### config.mk
export PLATFORM = sky130hd
export DESIGN_NAME = clock_time_core_flat
export DESIGN_NICKNAME = d
export VERILOG_FILES = /design/src/rtl/clock_time_core_pkg.sv /design/src/rtl/clock_time_core_if.sv /design/src/rtl/clock_time_core_bcd_wrap_cnt.sv /design/src/rtl/clock_time_core.sv /design/src/flat_wrapper.sv
export SDC_FILE = /design/constraint.sdc
export NUM_CORES = 1
export LEC_CHECK = 0
export CORE_MARGIN = 1.5
export CORE_UTILIZATION = 45
export CTS_CLUSTER_DIAMETER = 120
export DETAILED_ROUTE_END_ITERATION = 8
export PLACE_DENSITY = 0.66
export SLEW_MARGIN = 15
export SYNTH_ARGS = -nofsm -noshare
export SYNTH_HDL_FRONTEND = slang
export SYNTH_SLANG_ARGS = --single-unit
### constraint.sdc
create_clock -name clk -period 3.15 [get_ports clk]
set_clock_uncertainty 0.2 [all_clocks]
set_input_delay 0.315 -clock clk [delete_from_list [all_inputs] [get_ports clk]]
set_output_delay 0.315 -clock clk [all_outputs]
set_load 0.05 [all_outputs]
### src/rtl/clock_time_core_pkg.sv
// ----------------------------------------------------------------------------
// clock_time_core_pkg
// Shared definitions for the HH:MM:SS timekeeper: FSM state encodings,
// edit_sel codes, digit limits and the state -> edit_sel decode.
// Optional feature macro used by the design: CLOCK_TIME_ALARM_EN.
// ----------------------------------------------------------------------------
package clock_time_core_pkg;

    typedef enum logic [2:0] {
        ST_RUN     = 3'd0,
        ST_SET_HR  = 3'd1,
        ST_SET_MIN = 3'd2,
        ST_ALM_HR  = 3'd3,
        ST_ALM_MIN = 3'd4
    } state_t;

    localparam logic [1:0] SEL_RUN = 2'b00;
    localparam logic [1:0] SEL_HR  = 2'b01;
    localparam logic [1:0] SEL_MIN = 2'b10;
    localparam logic [1:0] SEL_ALM = 2'b11;

    localparam int SEC_MAX = 59;
    localparam int MIN_MAX = 59;
    localparam int HR_MAX  = 23;

    function automatic logic [1:0] edit_sel_of(input state_t s);
        case (s)
            ST_SET_HR:  return SEL_HR;
            ST_SET_MIN: return SEL_MIN;
            ST_ALM_HR:  return SEL_ALM;
            ST_ALM_MIN: return SEL_ALM;
            default:    return SEL_RUN;
        endcase
    endfunction

endpackage

### src/rtl/clock_time_core_if.sv
// ----------------------------------------------------------------------------
// clock_time_core_if
// Groups the timekeeper's control inputs and display/status outputs.
//   en, mode_btn, inc_btn : count enable and single-cycle button pulses
//   ch0..ch5              : BCD digits (ch0 sec units ... ch5 hr tens)
//   edit_sel              : 00 RUN, 01 hours, 10 minutes, 11 alarm edit
//   sec_pulse             : one-cycle pulse when the seconds digits update
//   alarm                 : alarm active
//   dbg_state             : raw FSM state for checkers
// master = the controlling side (board / bench), slave = the core.
// Button pulses are single-cycle strobes; there is no ready/acknowledge:
// a pulse is consumed on the clock edge where it is high.
// ----------------------------------------------------------------------------
interface clock_time_core_if;
    logic       en;
    logic       mode_btn;
    logic       inc_btn;
    logic [3:0] ch0;
    logic [3:0] ch1;
    logic [3:0] ch2;
    logic [3:0] ch3;
    logic [3:0] ch4;
    logic [3:0] ch5;
    logic [1:0] edit_sel;
    logic       sec_pulse;
    logic       alarm;
    logic [2:0] dbg_state;

    modport master (
        output en, mode_btn, inc_btn,
        input  ch0, ch1, ch2, ch3, ch4, ch5, edit_sel, sec_pulse, alarm, dbg_state
    );

    modport slave (
        input  en, mode_btn, inc_btn,
        output ch0, ch1, ch2, ch3, ch4, ch5, edit_sel, sec_pulse, alarm, dbg_state
    );
endinterface

### src/rtl/clock_time_core_bcd_wrap_cnt.sv
// ----------------------------------------------------------------------------
// clock_time_core_bcd_wrap_cnt
// Two-digit BCD counter that wraps from MAX back to 00.
//   clk, rst_n  : clock, asynchronous active-low reset
//   clr         : synchronous clear to 00 (wins over inc)
//   inc         : advance by one
//   tens, units : registered count
//   nxt_tens/units : value the register takes on the coming edge
//   carry       : inc while at MAX (the wrap cycle)
// ----------------------------------------------------------------------------
module clock_time_core_bcd_wrap_cnt #(
    parameter int MAX = 59
) (
    input  logic       clk,
    input  logic       rst_n,
    input  logic       clr,
    input  logic       inc,
    output logic [3:0] tens,
    output logic [3:0] units,
    output logic [3:0] nxt_tens,
    output logic [3:0] nxt_units,
    output logic       carry
);
    localparam logic [3:0] MAX_T = 4'(MAX / 10);
    localparam logic [3:0] MAX_U = 4'(MAX % 10);

    logic at_max;
    assign at_max = (tens == MAX_T) && (units == MAX_U);
    assign carry  = inc && !clr && at_max;

    always_comb begin
        nxt_tens  = tens;
        nxt_units = units;
        if (clr) begin
            nxt_tens  = 4'd0;
            nxt_units = 4'd0;
        end else if (inc) begin
            if (at_max) begin
                nxt_tens  = 4'd0;
                nxt_units = 4'd0;
            end else if (units == 4'd9) begin
                nxt_tens  = tens + 4'd1;
                nxt_units = 4'd0;
            end else begin
                nxt_units = units + 4'd1;
            end
        end
    end

    always_ff @(posedge clk or negedge rst_n) begin
        if (!rst_n) begin
            tens  <= 4'd0;
            units <= 4'd0;
        end else begin
            tens  <= nxt_tens;
            units <= nxt_units;
        end
    end
endmodule

### src/rtl/clock_time_core.sv
// ----------------------------------------------------------------------------
// clock_time_core
// 24-hour HH:MM:SS timekeeper with hour/minute setting.
//   clk  : system clock, rising edge
//   cr   : asynchronous active-low clear
//   bus  : clock_time_core_if.slave (en, buttons in; digits, edit_sel,
//          sec_pulse, alarm, dbg_state out)
// Parameters: TICK_DIV (clk cycles per second, >=2), ALARM_SECS.
// Optional feature: define CLOCK_TIME_ALARM_EN to add the alarm time,
// its edit states and the timed alarm output; otherwise alarm is 0.
// ----------------------------------------------------------------------------
module clock_time_core
    import clock_time_core_pkg::*;
#(
    parameter int TICK_DIV   = 50_000_000,
    parameter int ALARM_SECS = 60
) (
    input  logic             clk,
    input  logic             cr,
    clock_time_core_if.slave bus
);
    localparam int              PW         = $clog2(TICK_DIV);
    localparam logic [PW-1:0]   PRESC_LAST = PW'(TICK_DIV - 1);

    state_t        state_q, state_d;
    logic [PW-1:0] presc_q;
    logic          in_run, edit_inc, tick, leave_set_min;
    logic          sec_carry, min_carry, hr_carry;
    logic [3:0]    sec_t, sec_u, min_t, min_u, hr_t, hr_u;
    logic [3:0]    sec_nt, sec_nu, min_nt, min_nu, hr_nt, hr_nu;
    logic [1:0]    edit_sel_q;
    logic          sec_pulse_q;
    logic [23:0]   disp;

    // mode_btn always wins: a simultaneous inc is dropped, and a mode press
    // on a tick cycle in RUN discards that tick.
    assign in_run        = (state_q == ST_RUN);
    assign edit_inc      = bus.inc_btn && !bus.mode_btn;
    assign tick          = in_run && bus.en && !bus.mode_btn && (presc_q == PRESC_LAST);
    assign leave_set_min = (state_q == ST_SET_MIN) && bus.mode_btn;

    // ---------------- FSM ----------------
    always_ff @(posedge clk or negedge cr) begin
        if (!cr) state_q <= ST_RUN;
        else     state_q <= state_d;
    end

    always_comb begin
        state_d = state_q;
        case (state_q)
            ST_RUN:     if (bus.mode_btn) state_d = ST_SET_HR;
            ST_SET_HR:  if (bus.mode_btn) state_d = ST_SET_MIN;
`ifdef CLOCK_TIME_ALARM_EN
            ST_SET_MIN: if (bus.mode_btn) state_d = ST_ALM_HR;
            ST_ALM_HR:  if (bus.mode_btn) state_d = ST_ALM_MIN;
            ST_ALM_MIN: if (bus.mode_btn) state_d = ST_RUN;
`else
            ST_SET_MIN: if (bus.mode_btn) state_d = ST_RUN;
`endif
            default:    state_d = ST_RUN;
        endcase
    end

    // ---------------- prescaler ----------------
    // Advances only in RUN with en=1; held through a mode press so the
    // edit states see it frozen; restarted when seconds are cleared.
    always_ff @(posedge clk or negedge cr) begin
        if (!cr) begin
            presc_q <= '0;
        end else if (leave_set_min) begin
            presc_q <= '0;
        end else if (in_run && bus.en && !bus.mode_btn) begin
            presc_q <= (presc_q == PRESC_LAST) ? '0 : presc_q + PW'(1);
        end
    end

    // ---------------- time counters ----------------
    clock_time_core_bcd_wrap_cnt #(.MAX(SEC_MAX)) u_sec (
        .clk(clk), .rst_n(cr), .clr(leave_set_min), .inc(tick),
        .tens(sec_t), .units(sec_u), .nxt_tens(sec_nt), .nxt_units(sec_nu),
        .carry(sec_carry)
    );

    // Minute edits never ripple into the hour: min_carry only counts in RUN.
    clock_time_core_bcd_wrap_cnt #(.MAX(MIN_MAX)) u_min (
        .clk(clk), .rst_n(cr), .clr(1'b0),
        .inc(sec_carry || ((state_q == ST_SET_MIN) && edit_inc)),
        .tens(min_t), .units(min_u), .nxt_tens(min_nt), .nxt_units(min_nu),
        .carry(min_carry)
    );

    clock_time_core_bcd_wrap_cnt #(.MAX(HR_MAX)) u_hr (
        .clk(clk), .rst_n(cr), .clr(1'b0),
        .inc((in_run && min_carry) || ((state_q == ST_SET_HR) && edit_inc)),
        .tens(hr_t), .units(hr_u), .nxt_tens(hr_nt), .nxt_units(hr_nu),
        .carry(hr_carry)
    );

    // ---------------- status registers ----------------
    always_ff @(posedge clk or negedge cr) begin
        if (!cr) begin
            edit_sel_q  <= SEL_RUN;
            sec_pulse_q <= 1'b0;
        end else begin
            edit_sel_q  <= edit_sel_of(state_d);
            sec_pulse_q <= tick;
        end
    end

`ifdef CLOCK_TIME_ALARM_EN
    localparam int AW = $clog2(ALARM_SECS + 1);

    logic [3:0]    ah_t, ah_u, am_t, am_u, ah_nt, ah_nu, am_nt, am_nu;
    logic          ah_carry, am_carry, alm_hit, show_alm;
    logic          alarm_q;
    logic [AW-1:0] alm_cnt_q;
    logic [23:0]   disp_d, disp_q;

    clock_time_core_bcd_wrap_cnt #(.MAX(HR_MAX)) u_alm_hr (
        .clk(clk), .rst_n(cr), .clr(1'b0),
        .inc((state_q == ST_ALM_HR) && edit_inc),
        .tens(ah_t), .units(ah_u), .nxt_tens(ah_nt), .nxt_units(ah_nu),
        .carry(ah_carry)
    );

    clock_time_core_bcd_wrap_cnt #(.MAX(MIN_MAX)) u_alm_min (
        .clk(clk), .rst_n(cr), .clr(1'b0),
        .inc((state_q == ST_ALM_MIN) && edit_inc),
        .tens(am_t), .units(am_u), .nxt_tens(am_nt), .nxt_units(am_nu),
        .carry(am_carry)
    );

    // The tick that rolls seconds to 00 and lands on the alarm hh:mm.
    assign alm_hit  = tick && sec_carry &&
                      ({hr_nt, hr_nu, min_nt, min_nu} == {ah_t, ah_u, am_t, am_u});
    assign show_alm = (state_d == ST_ALM_HR) || (state_d == ST_ALM_MIN);

    always_ff @(posedge clk or negedge cr) begin
        if (!cr) begin
            alarm_q   <= 1'b0;
            alm_cnt_q <= '0;
        end else if (alm_hit) begin
            alarm_q   <= 1'b1;
            alm_cnt_q <= '0;
        end else if (alarm_q) begin
            if (bus.mode_btn || bus.inc_btn) begin
                alarm_q <= 1'b0;
            end else if (tick) begin
                if (alm_cnt_q == AW'(ALARM_SECS - 1)) alarm_q <= 1'b0;
                else                                  alm_cnt_q <= alm_cnt_q + AW'(1);
            end
        end
    end

    // Display is registered from next-cycle values so it stays aligned with
    // the counters while switching between time and alarm views.
    always_comb begin
        disp_d = {hr_nt, hr_nu, min_nt, min_nu, sec_nt, sec_nu};
        if (show_alm) disp_d = {ah_nt, ah_nu, am_nt, am_nu, 8'h00};
    end

    always_ff @(posedge clk or negedge cr) begin
        if (!cr) disp_q <= '0;
        else     disp_q <= disp_d;
    end

    assign disp      = disp_q;
    assign bus.alarm = alarm_q;

    logic unused_sigs;
    assign unused_sigs = &{1'b0, hr_carry, ah_carry, am_carry,
                           sec_t, sec_u, min_t, min_u, hr_t, hr_u};
`else
    localparam int unused_alarm_secs = ALARM_SECS;

    assign disp      = {hr_t, hr_u, min_t, min_u, sec_t, sec_u};
    assign bus.alarm = 1'b0;

    logic unused_sigs;
    assign unused_sigs = &{1'b0, hr_carry, sec_nt, sec_nu, min_nt, min_nu, hr_nt, hr_nu};
`endif

    assign bus.ch0       = disp[3:0];
    assign bus.ch1       = disp[7:4];
    assign bus.ch2       = disp[11:8];
    assign bus.ch3       = disp[15:12];
    assign bus.ch4       = disp[19:16];
    assign bus.ch5       = disp[23:20];
    assign bus.edit_sel  = edit_sel_q;
    assign bus.sec_pulse = sec_pulse_q;
    assign bus.dbg_state = state_q;
endmodule

### src/flat_wrapper.sv
// flat-port wrapper written by rule: the top's interface ports become plain ports
module clock_time_core_flat import clock_time_core_pkg::*;
#(
    parameter int TICK_DIV   = 50_000_000,
    parameter int ALARM_SECS = 60
)
  (clk, cr, bus_en, bus_mode_btn, bus_inc_btn, bus_ch0, bus_ch1, bus_ch2, bus_ch3, bus_ch4, bus_ch5, bus_edit_sel, bus_sec_pulse, bus_alarm, bus_dbg_state);
  clock_time_core_if bus_i ();
  input  logic clk;
  input  logic cr;
  input wire logic [$bits(bus_i.en)-1:0] bus_en;
  input wire logic [$bits(bus_i.mode_btn)-1:0] bus_mode_btn;
  input wire logic [$bits(bus_i.inc_btn)-1:0] bus_inc_btn;
  output wire logic [$bits(bus_i.ch0)-1:0] bus_ch0;
  output wire logic [$bits(bus_i.ch1)-1:0] bus_ch1;
  output wire logic [$bits(bus_i.ch2)-1:0] bus_ch2;
  output wire logic [$bits(bus_i.ch3)-1:0] bus_ch3;
  output wire logic [$bits(bus_i.ch4)-1:0] bus_ch4;
  output wire logic [$bits(bus_i.ch5)-1:0] bus_ch5;
  output wire logic [$bits(bus_i.edit_sel)-1:0] bus_edit_sel;
  output wire logic [$bits(bus_i.sec_pulse)-1:0] bus_sec_pulse;
  output wire logic [$bits(bus_i.alarm)-1:0] bus_alarm;
  output wire logic [$bits(bus_i.dbg_state)-1:0] bus_dbg_state;
  assign bus_i.en = bus_en;
  assign bus_i.mode_btn = bus_mode_btn;
  assign bus_i.inc_btn = bus_inc_btn;
  assign bus_ch0 = bus_i.ch0;
  assign bus_ch1 = bus_i.ch1;
  assign bus_ch2 = bus_i.ch2;
  assign bus_ch3 = bus_i.ch3;
  assign bus_ch4 = bus_i.ch4;
  assign bus_ch5 = bus_i.ch5;
  assign bus_edit_sel = bus_i.edit_sel;
  assign bus_sec_pulse = bus_i.sec_pulse;
  assign bus_alarm = bus_i.alarm;
  assign bus_dbg_state = bus_i.dbg_state;
  clock_time_core #(.TICK_DIV(TICK_DIV), .ALARM_SECS(ALARM_SECS)) u_core (.clk(clk), .cr(cr), .bus(bus_i));
endmodule
## Word-level counts from Yosys, hierarchy flattened

Index checks and enable logic that the tools add are counted.

| word-level totals | value |
|---|---|
| register bits after elaboration | 56 |
| input bits | 5 |
| output and inout port bits | 31 |
| logic and storage cells | 83 |

| cells by class | value |
|---|---|
| add/subtract/negate cells | 7 |
| equality and inequality tests | 14 |
| multiplexer cells | 24 |
| reductions and logical operators | 28 |

Operators with widths:

| kind | count |
|---|---|
| 26-bit 2-to-1 mux | 3 |
| 4-bit 2-to-1 mux | 16 |
| 26-bit by 1-bit adder with 26-bit output, second input constant | 1 |
| 26-bit == test, second input constant | 1 |
| 4-bit by 1-bit adder with 4-bit output, second input constant | 6 |
| 1-bit logical AND | 14 |
| 4-bit == test, second input constant | 3 |
| 3-bit by 2-bit == test with 1-bit output, second input constant | 3 |
| 3-bit 2-to-1 mux | 3 |
| 3-bit case mux with 3 select lines | 1 |
| 4-bit by 2-bit == test with 1-bit output, second input constant | 2 |
| 4-bit by 3-bit == test with 1-bit output, second input constant | 2 |
| 2-bit nonzero test | 4 |
| 3-bit by 1-bit == test with 1-bit output, second input constant | 2 |
| 2-bit case mux with 3 select lines | 1 |
| 2-bit AND reduction | 3 |
| 3-bit == test, second input constant | 1 |
| 3-bit logical NOT | 1 |
| 3-bit nonzero test | 1 |
| 1-bit logical NOT | 2 |
| 1-bit logical OR | 2 |
| 2-bit OR reduction | 1 |

## Longest topological paths before layout

| depth | value |
|---|---|
| word-level depth | 11 |
| mapped depth | 9 |
| mapped depth without buffers | 8 |

## Hierarchy

From an unflattened synthesis, not the netlist that was laid out.

| unflattened totals | value |
|---|---|
| cell total of the unflattened synthesis | 341 |
| area total of the unflattened synthesis | 3224.3 um^2 |

By module, submodules not included:

| module | instances | cells each | area each (um^2) | sequential area each (um^2) |
|---|---|---|---|---|
| clock_time_core | 1 | 207 | 1823.0 | 800.8 |
| clock_time_core_bcd_wrap_cnt (u_core.u_min ...) | 2 | 44 | 462.9 | 200.2 |
| clock_time_core_bcd_wrap_cnt (u_core.u_hr) | 1 | 46 | 475.5 | 200.2 |

## Least setup slack after synthesis

Ideal clock, no wire load.

| path | value |
|---|---|
| path type | flip-flop to flip-flop |
| start point | register u_core.u_sec.units[1] |
| end point | register u_core.u_min.units[1] |
| setup time | 0.125 ns |
| data arrival time | 2.352 ns |
| required time | 2.825 ns |
| setup slack | 0.473 ns |
| cell stages (with the launch flop) | 10 |
| buffers on the path | 1 |
| clock period less this slack | 2.677 ns |
| cell sequence | dfrtp_1 -> inv_1 -> ha_1 -> and3b_1 -> and4b_1 -> nor4b_2 -> or2_2 -> buf_2 -> nand2_1 -> mux2_2 |

| between the ends | value |
|---|---|
| cells in the longest elaborated chain, start to end | 4 |

RTL lines:

| item | RTL line | source |
|---|---|---|
| from (decl) | clock_time_core_bcd_wrap_cnt.sv:19 | `output logic [3:0] units,` |
| from (signal assigned) | clock_time_core_bcd_wrap_cnt.sv:56 | `units <= nxt_units;` |
| 4-bit == test | clock_time_core_bcd_wrap_cnt.sv:28 | `assign at_max = (tens == MAX_T) && (units == MAX_U);` |
| 1-bit logical AND | clock_time_core_bcd_wrap_cnt.sv:28 |  |
| 1-bit logical AND | clock_time_core_bcd_wrap_cnt.sv:29 | `assign carry = inc && !clr && at_max;` |
| 1-bit logical OR | clock_time_core.sv:87 | `.inc(sec_carry \|\| ((state_q == ST_SET_MIN) && edit_inc)),` |
| to (signal assigned) | clock_time_core_bcd_wrap_cnt.sv:56 |  |
| to (decl) | clock_time_core_bcd_wrap_cnt.sv:19 |  |

No other way between the ends.
A chain may end at the register's enable or synchronous reset.

## Final worst setup path

| path | value |
|---|---|
| start point | register u_core.presc_q[10] |
| end point | register u_core.u_hr.units[3] |

| between the ends | value |
|---|---|
| cells in the longest elaborated chain, start to end | 8 |

RTL lines:

| item | RTL line | source |
|---|---|---|
| from (decl) | clock_time_core.sv:26 | `logic [PW-1:0] presc_q;` |
| from (signal assigned) | clock_time_core.sv:73 | `presc_q <= (presc_q == PRESC_LAST) ? '0 : presc_q + PW'(1);` |
| 26-bit == test | clock_time_core.sv:39 | `assign tick = in_run && bus.en && !bus.mode_btn && (presc_q == PRESC_LAST);` |
| 1-bit logical AND | clock_time_core.sv:39 |  |
| 1-bit logical AND (2 in a row) | clock_time_core_bcd_wrap_cnt.sv:29 |  |
| 1-bit logical OR | clock_time_core.sv:87 |  |
| 1-bit logical AND | clock_time_core_bcd_wrap_cnt.sv:29 |  |
| 1-bit logical AND | clock_time_core.sv:94 | `.inc((in_run && min_carry) \|\| ((state_q == ST_SET_HR) && edit_inc)),` |
| 1-bit logical OR | clock_time_core.sv:94 |  |
| to (signal assigned) | clock_time_core_bcd_wrap_cnt.sv:56 |  |
| to (decl) | clock_time_core_bcd_wrap_cnt.sv:19 |  |

No other way between the ends.

==> run_results.csv <==
group,metric,value,unit
layout,nNetsFinal,397,
place,port_buffers,34,
timing,hold_violations,0,
critical_path,max_stage_delay,0.59,ns
critical_path,crit_path_max_fanout,12,
floorplanning,io_pins,36,
layout,area_growth_syn_to_layout,16.5,%
critical_path,worstRegToRegCells,6,
critical_path,worstSetupPathDepth,6,
clock_network,clk_transition_reported_paths,0.10,ns
run_status,outcome,"completed",
critical_path,timing.critical_path.max_delay_family,"simple AND/OR/NAND/NOR gates",
global_route,antenna_found_initial,0,
flow_run,cap_violations,0,
drt,remaining_drc_errors,0,
power_and_ir_drop,swShare,33.6,%
clock_network,tritoncts.num_buffers,5,
logic_synthesis,ys.warnings.count,0,
layout,fillCellCount,615,
power_and_ir_drop,comb_power_share,22.9,%
critical_path,crit_path_frequent_cell,"sky130_fd_sc_hd__nand3_1",
timing,fin_crit,2.75,ns
place,dp.final_hpwl,5.12,mm
floorplanning,core,6870,µm²
drt,routed_wire_length_per_instance,14.8,µm
drt,drt_first_iter_violations,132,
logic_synthesis,synth-seq-cells,56,
critical_path,timing.rr.start,"u_core.presc_q[10]$_DFFE_PN0P_",
clock_network,tritoncts,"built",
critical_path,crit_path_end,"u_core.u_hr.units[3]$_DFFE_PN0P_",
logic_synthesis,syn_inst,347,
global_route,grtUsageTotal,19.1,%
drt,viasPerCell,5.58,
power_and_ir_drop,intPower,1090,µW
timing,grt_setup_unrepaired,"false",
logic_synthesis,synth_area_per_cell,9.27,µm²
power_and_ir_drop,power_frac_seq,52.3,%
clock_network,clockBufferDepth,2,
critical_path,timing.critical_path.from,"u_core.presc_q[10]$_DFFE_PN0P_",
layout,layout_cell_share_with_drive_strength_beyond_1,8.38,%
timing,setup_tns,0,ns
timing,max_freq,364,MHz
min_path,holdCritPathClass,"reg2reg",
critical_path,r2r_setup_slk,0.40,ns
power_and_ir_drop,powerDensity,438,nW/µm²
layout,diodes,0,
logic_synthesis,synth_top_flop_cell,"sky130_fd_sc_hd__dfrtp_1",
power_and_ir_drop,switchingPower,550,µW
global_route,grt_start_max_net_pins,36,
logic_synthesis,synth-edff-count,0,
timing,slew-limit-headroom,43.7,%
critical_path,cells_traversed_along_the_worst_timing_path,"nor3b_1 > nand3_1 > nor4_4 > a31oi_1 > or4b_1 > nand3_1",
global_route,first_global_vias,2445,
clock_network,clk-insertion-delay-late,0.31,ns
critical_path,worstSetupEndpointType,"register",
timing,timing.final.crit_share,87.3,%
global_route,grt_remaining_overflow,0,
timing,final_count_of_negative_setup_slack_endpoints,0,
logic_synthesis,count_of_cell_types_in_the_netlist,58,
logic_synthesis,postSynth.asyncResetShare,100,%
floorplanning,chipWidth,87.5,µm
drt,finalWirelength,7.06,mm
critical_path,cp.arrival,2.80,ns
clock_network,clock_sink_count,56,
drt,dr_total_vias,2669,
critical_path,setup.worst_path.class,"reg2reg",
clock_network,clock_tree.htree_level_count,2,
critical_path,critPathBufInv,0,
critical_path,worstReg2RegEnd,"u_core.u_hr.units[3]$_DFFE_PN0P_",
timing,worstMarginPinSlew,0.844,ns
place,numPlacedInstances,469,
critical_path,critPathLaunchType,"register",
timing,drv_slew,0,
power_and_ir_drop,power.ir.vdd_worst,231,µV
floorplanning,start_util,46.8,%
floorplanning,fp.dieH,87.5,µm
drt,postRouteAntennaNets,0,
clock_network,cts_root_buf,"sky130_fd_sc_hd__clkbuf_8",
place,gpl.final_weighted_congestion,0.822,
critical_path,cp_data_required_time,3.20,ns
power_and_ir_drop,clock_power_share,24.8,%
drt,drt_pass1_iterations,4,
floorplanning,num_rows,30,
global_route,grt_pass1_wl,11.6,mm
critical_path,worst_path_max_delay_cell,"sky130_fd_sc_hd__or4b_1",
power_and_ir_drop,power.leakage,0.00156,µW
layout,post_route_non_filler_standard_cell_count,478,
logic_synthesis,yosysSeqAreaShare,43.6,%
logic_synthesis,mappedNetlistArea,3220,µm²
floorplanning,design.die.area,7660,µm²
power by group through the flow:
| stage | Clock (µW) | Combinational (µW) | Sequential (µW) |
|---|---|---|---|
| 2_1_floorplan | 0 | 141 | 975 |
| 3_3_place_gp | 0 | 373 | 869 |
| 3_5_place_dp | 0 | 376 | 872 |
| 4_1_cts | 425 | 379 | 858 |
| 5_1_grt | 450 | 411 | 869 |
| 6_report | 407 | 375 | 858 |
registers in the layout, summed over array words and instances (netlist names):
register / cells
u_core.bus.dbg_state: 3
u_core.bus.edit_sel: 2
u_core.bus.sec_pulse: 1
u_core.presc_q: 26
u_core.u_hr.tens: 4
u_core.u_hr.units: 4
u_core.u_min.tens: 4
u_core.u_min.units: 4
u_core.u_sec.tens: 4
u_core.u_sec.units: 4
synthesized netlist by cell type (all sizes together), types with 4 or more instances:
master	n	share of area [%]
dfrtp	56	44
nand2	37	4.4
nor2	28	3.3
o21ai	25	3.9
nor3	18	3.2
nand3	16	2.5
a21oi	15	2.3
ha	11	4.3
and3	10	1.9
buf	9	1.7
nand4	9	1.8
xnor2	8	2.2
clkbuf	7	0.86
o31ai	7	1.6
xor2	7	1.9
a31oi	6	1.2
nor2b	6	1.2
or3	6	1.2
inv	5	0.58
nand2b	5	0.97
nand3b	5	1.6
or2	5	0.97
and3b	4	1.1
nor4	4	1.7
nor4b	4	1.5
kinds of logic (layout without fill, tap and decap cells):
kind of cell,Yosys count,in the layout,share of synthesized area (%)
XOR/XNOR,15,15,4.09
other,1,2,0.117
AND/OR/NAND/NOR,175,175,31.9
buffers and inverters,21,55,3.15
adder cells (fa/ha/maj),11,11,4.28
multiplexers,2,2,0.700
AO/OA/AOI/OAI,66,66,12.2
flip-flops,56,56,43.6
layout make-up:
cell class,count,area [µm²],area share (%)
repair buffers,42,398,10.6
well taps,96,120,3.21
flip-flops and latches,56,1400,37.4
multi-input cells,271,1720,45.8
clock buffers,6,82.6,2.20
clock inverters,2,10.0,0.267
inverters,5,18.8,0.501
cell usage in the layout, fill, tap and decap left out, drive strengths merged, types with 3 or more instances in the layout:
| cell type | count |
|---|---|
| o21ai | 25 |
| nand3b | 5 |
| nand2b | 5 |
| inv | 5 |
| a21oi | 15 |
| xnor2 | 8 |
| or3 | 6 |
| o31ai | 7 |
| nor2 | 28 |
| nor4b | 4 |
| clkbuf | 6 |
| and2 | 3 |
| a31oi | 6 |
| nand4 | 9 |
| xor2 | 7 |
| and3 | 10 |
| ha | 11 |
| nor2b | 6 |
| buf | 8 |
| nand3 | 16 |
| or4 | 3 |
| clkdlybuf4s50 | 33 |
| and3b | 4 |
| or2 | 5 |
| nor4 | 4 |
| dfrtp | 56 |
| nand2 | 37 |
| nor3 | 18 |
timing repair:
action,in CTS,in global routing
hold buffers,1,0
endpoints found under the hold margin,34,0
resized for setup,0,0
buffers inserted,0,0
routing by layer:
| metal | track usage [%] | wire length [µm] | vias to the layer above |
|---|---|---|---|
| met3 | 2.83 | 226 | 6 |
| met2 | 31.5 | 3390 | 58 |
| li1 | - | - | 1319 |
| met4 | 4.91 | 54 | 0 |
| met5 | 0 | 0 | - |
| met1 | 26.6 | 3400 | 1286 |
how the worst min path moves through the flow:
stage / from / endpoint / depth (start not counted)
2_1_floorplan: cr / u_core.bus.dbg_state[0]$_DFF_PN0_ / 0
3_3_place_gp: cr / u_core.u_min.tens[2]$_DFFE_PN0P_ / 1
3_5_place_dp: cr / u_core.u_min.tens[2]$_DFFE_PN0P_ / 1
4_1_cts: u_core.u_hr.tens[3]$_DFFE_PN0P_ / u_core.u_hr.tens[3]$_DFFE_PN0P_ / 1
5_1_grt: u_core.presc_q[13]$_DFFE_PN0P_ / u_core.presc_q[13]$_DFFE_PN0P_ / 1
6_report: u_core.u_hr.tens[3]$_DFFE_PN0P_ / u_core.u_hr.tens[3]$_DFFE_PN0P_ / 1
stage by stage:
| stage | power, µW | instance area [µm²] | utilization [%] | setup WS, ns | hold slack [ns] |
|---|---|---|---|---|---|
| CTS | 1660 | 3750 | 54.6 | 0.419 | 0.313 |
| global route | 1730 | 3750 | 54.6 | 0.232 | 0.324 |
| detailed placement | 1250 | 3640 | 53.1 | 0.273 | 0.266 |
| floorplan | 1120 | 3220 | - | 0.473 | -0.181 |
| global placement | 1240 | 3640 | 53.1 | 0.344 | 0.261 |
| finish | 1640 | 3750 | 54.6 | 0.401 | 0.306 |
Note: power is estimated with default switching activity, not from simulation.
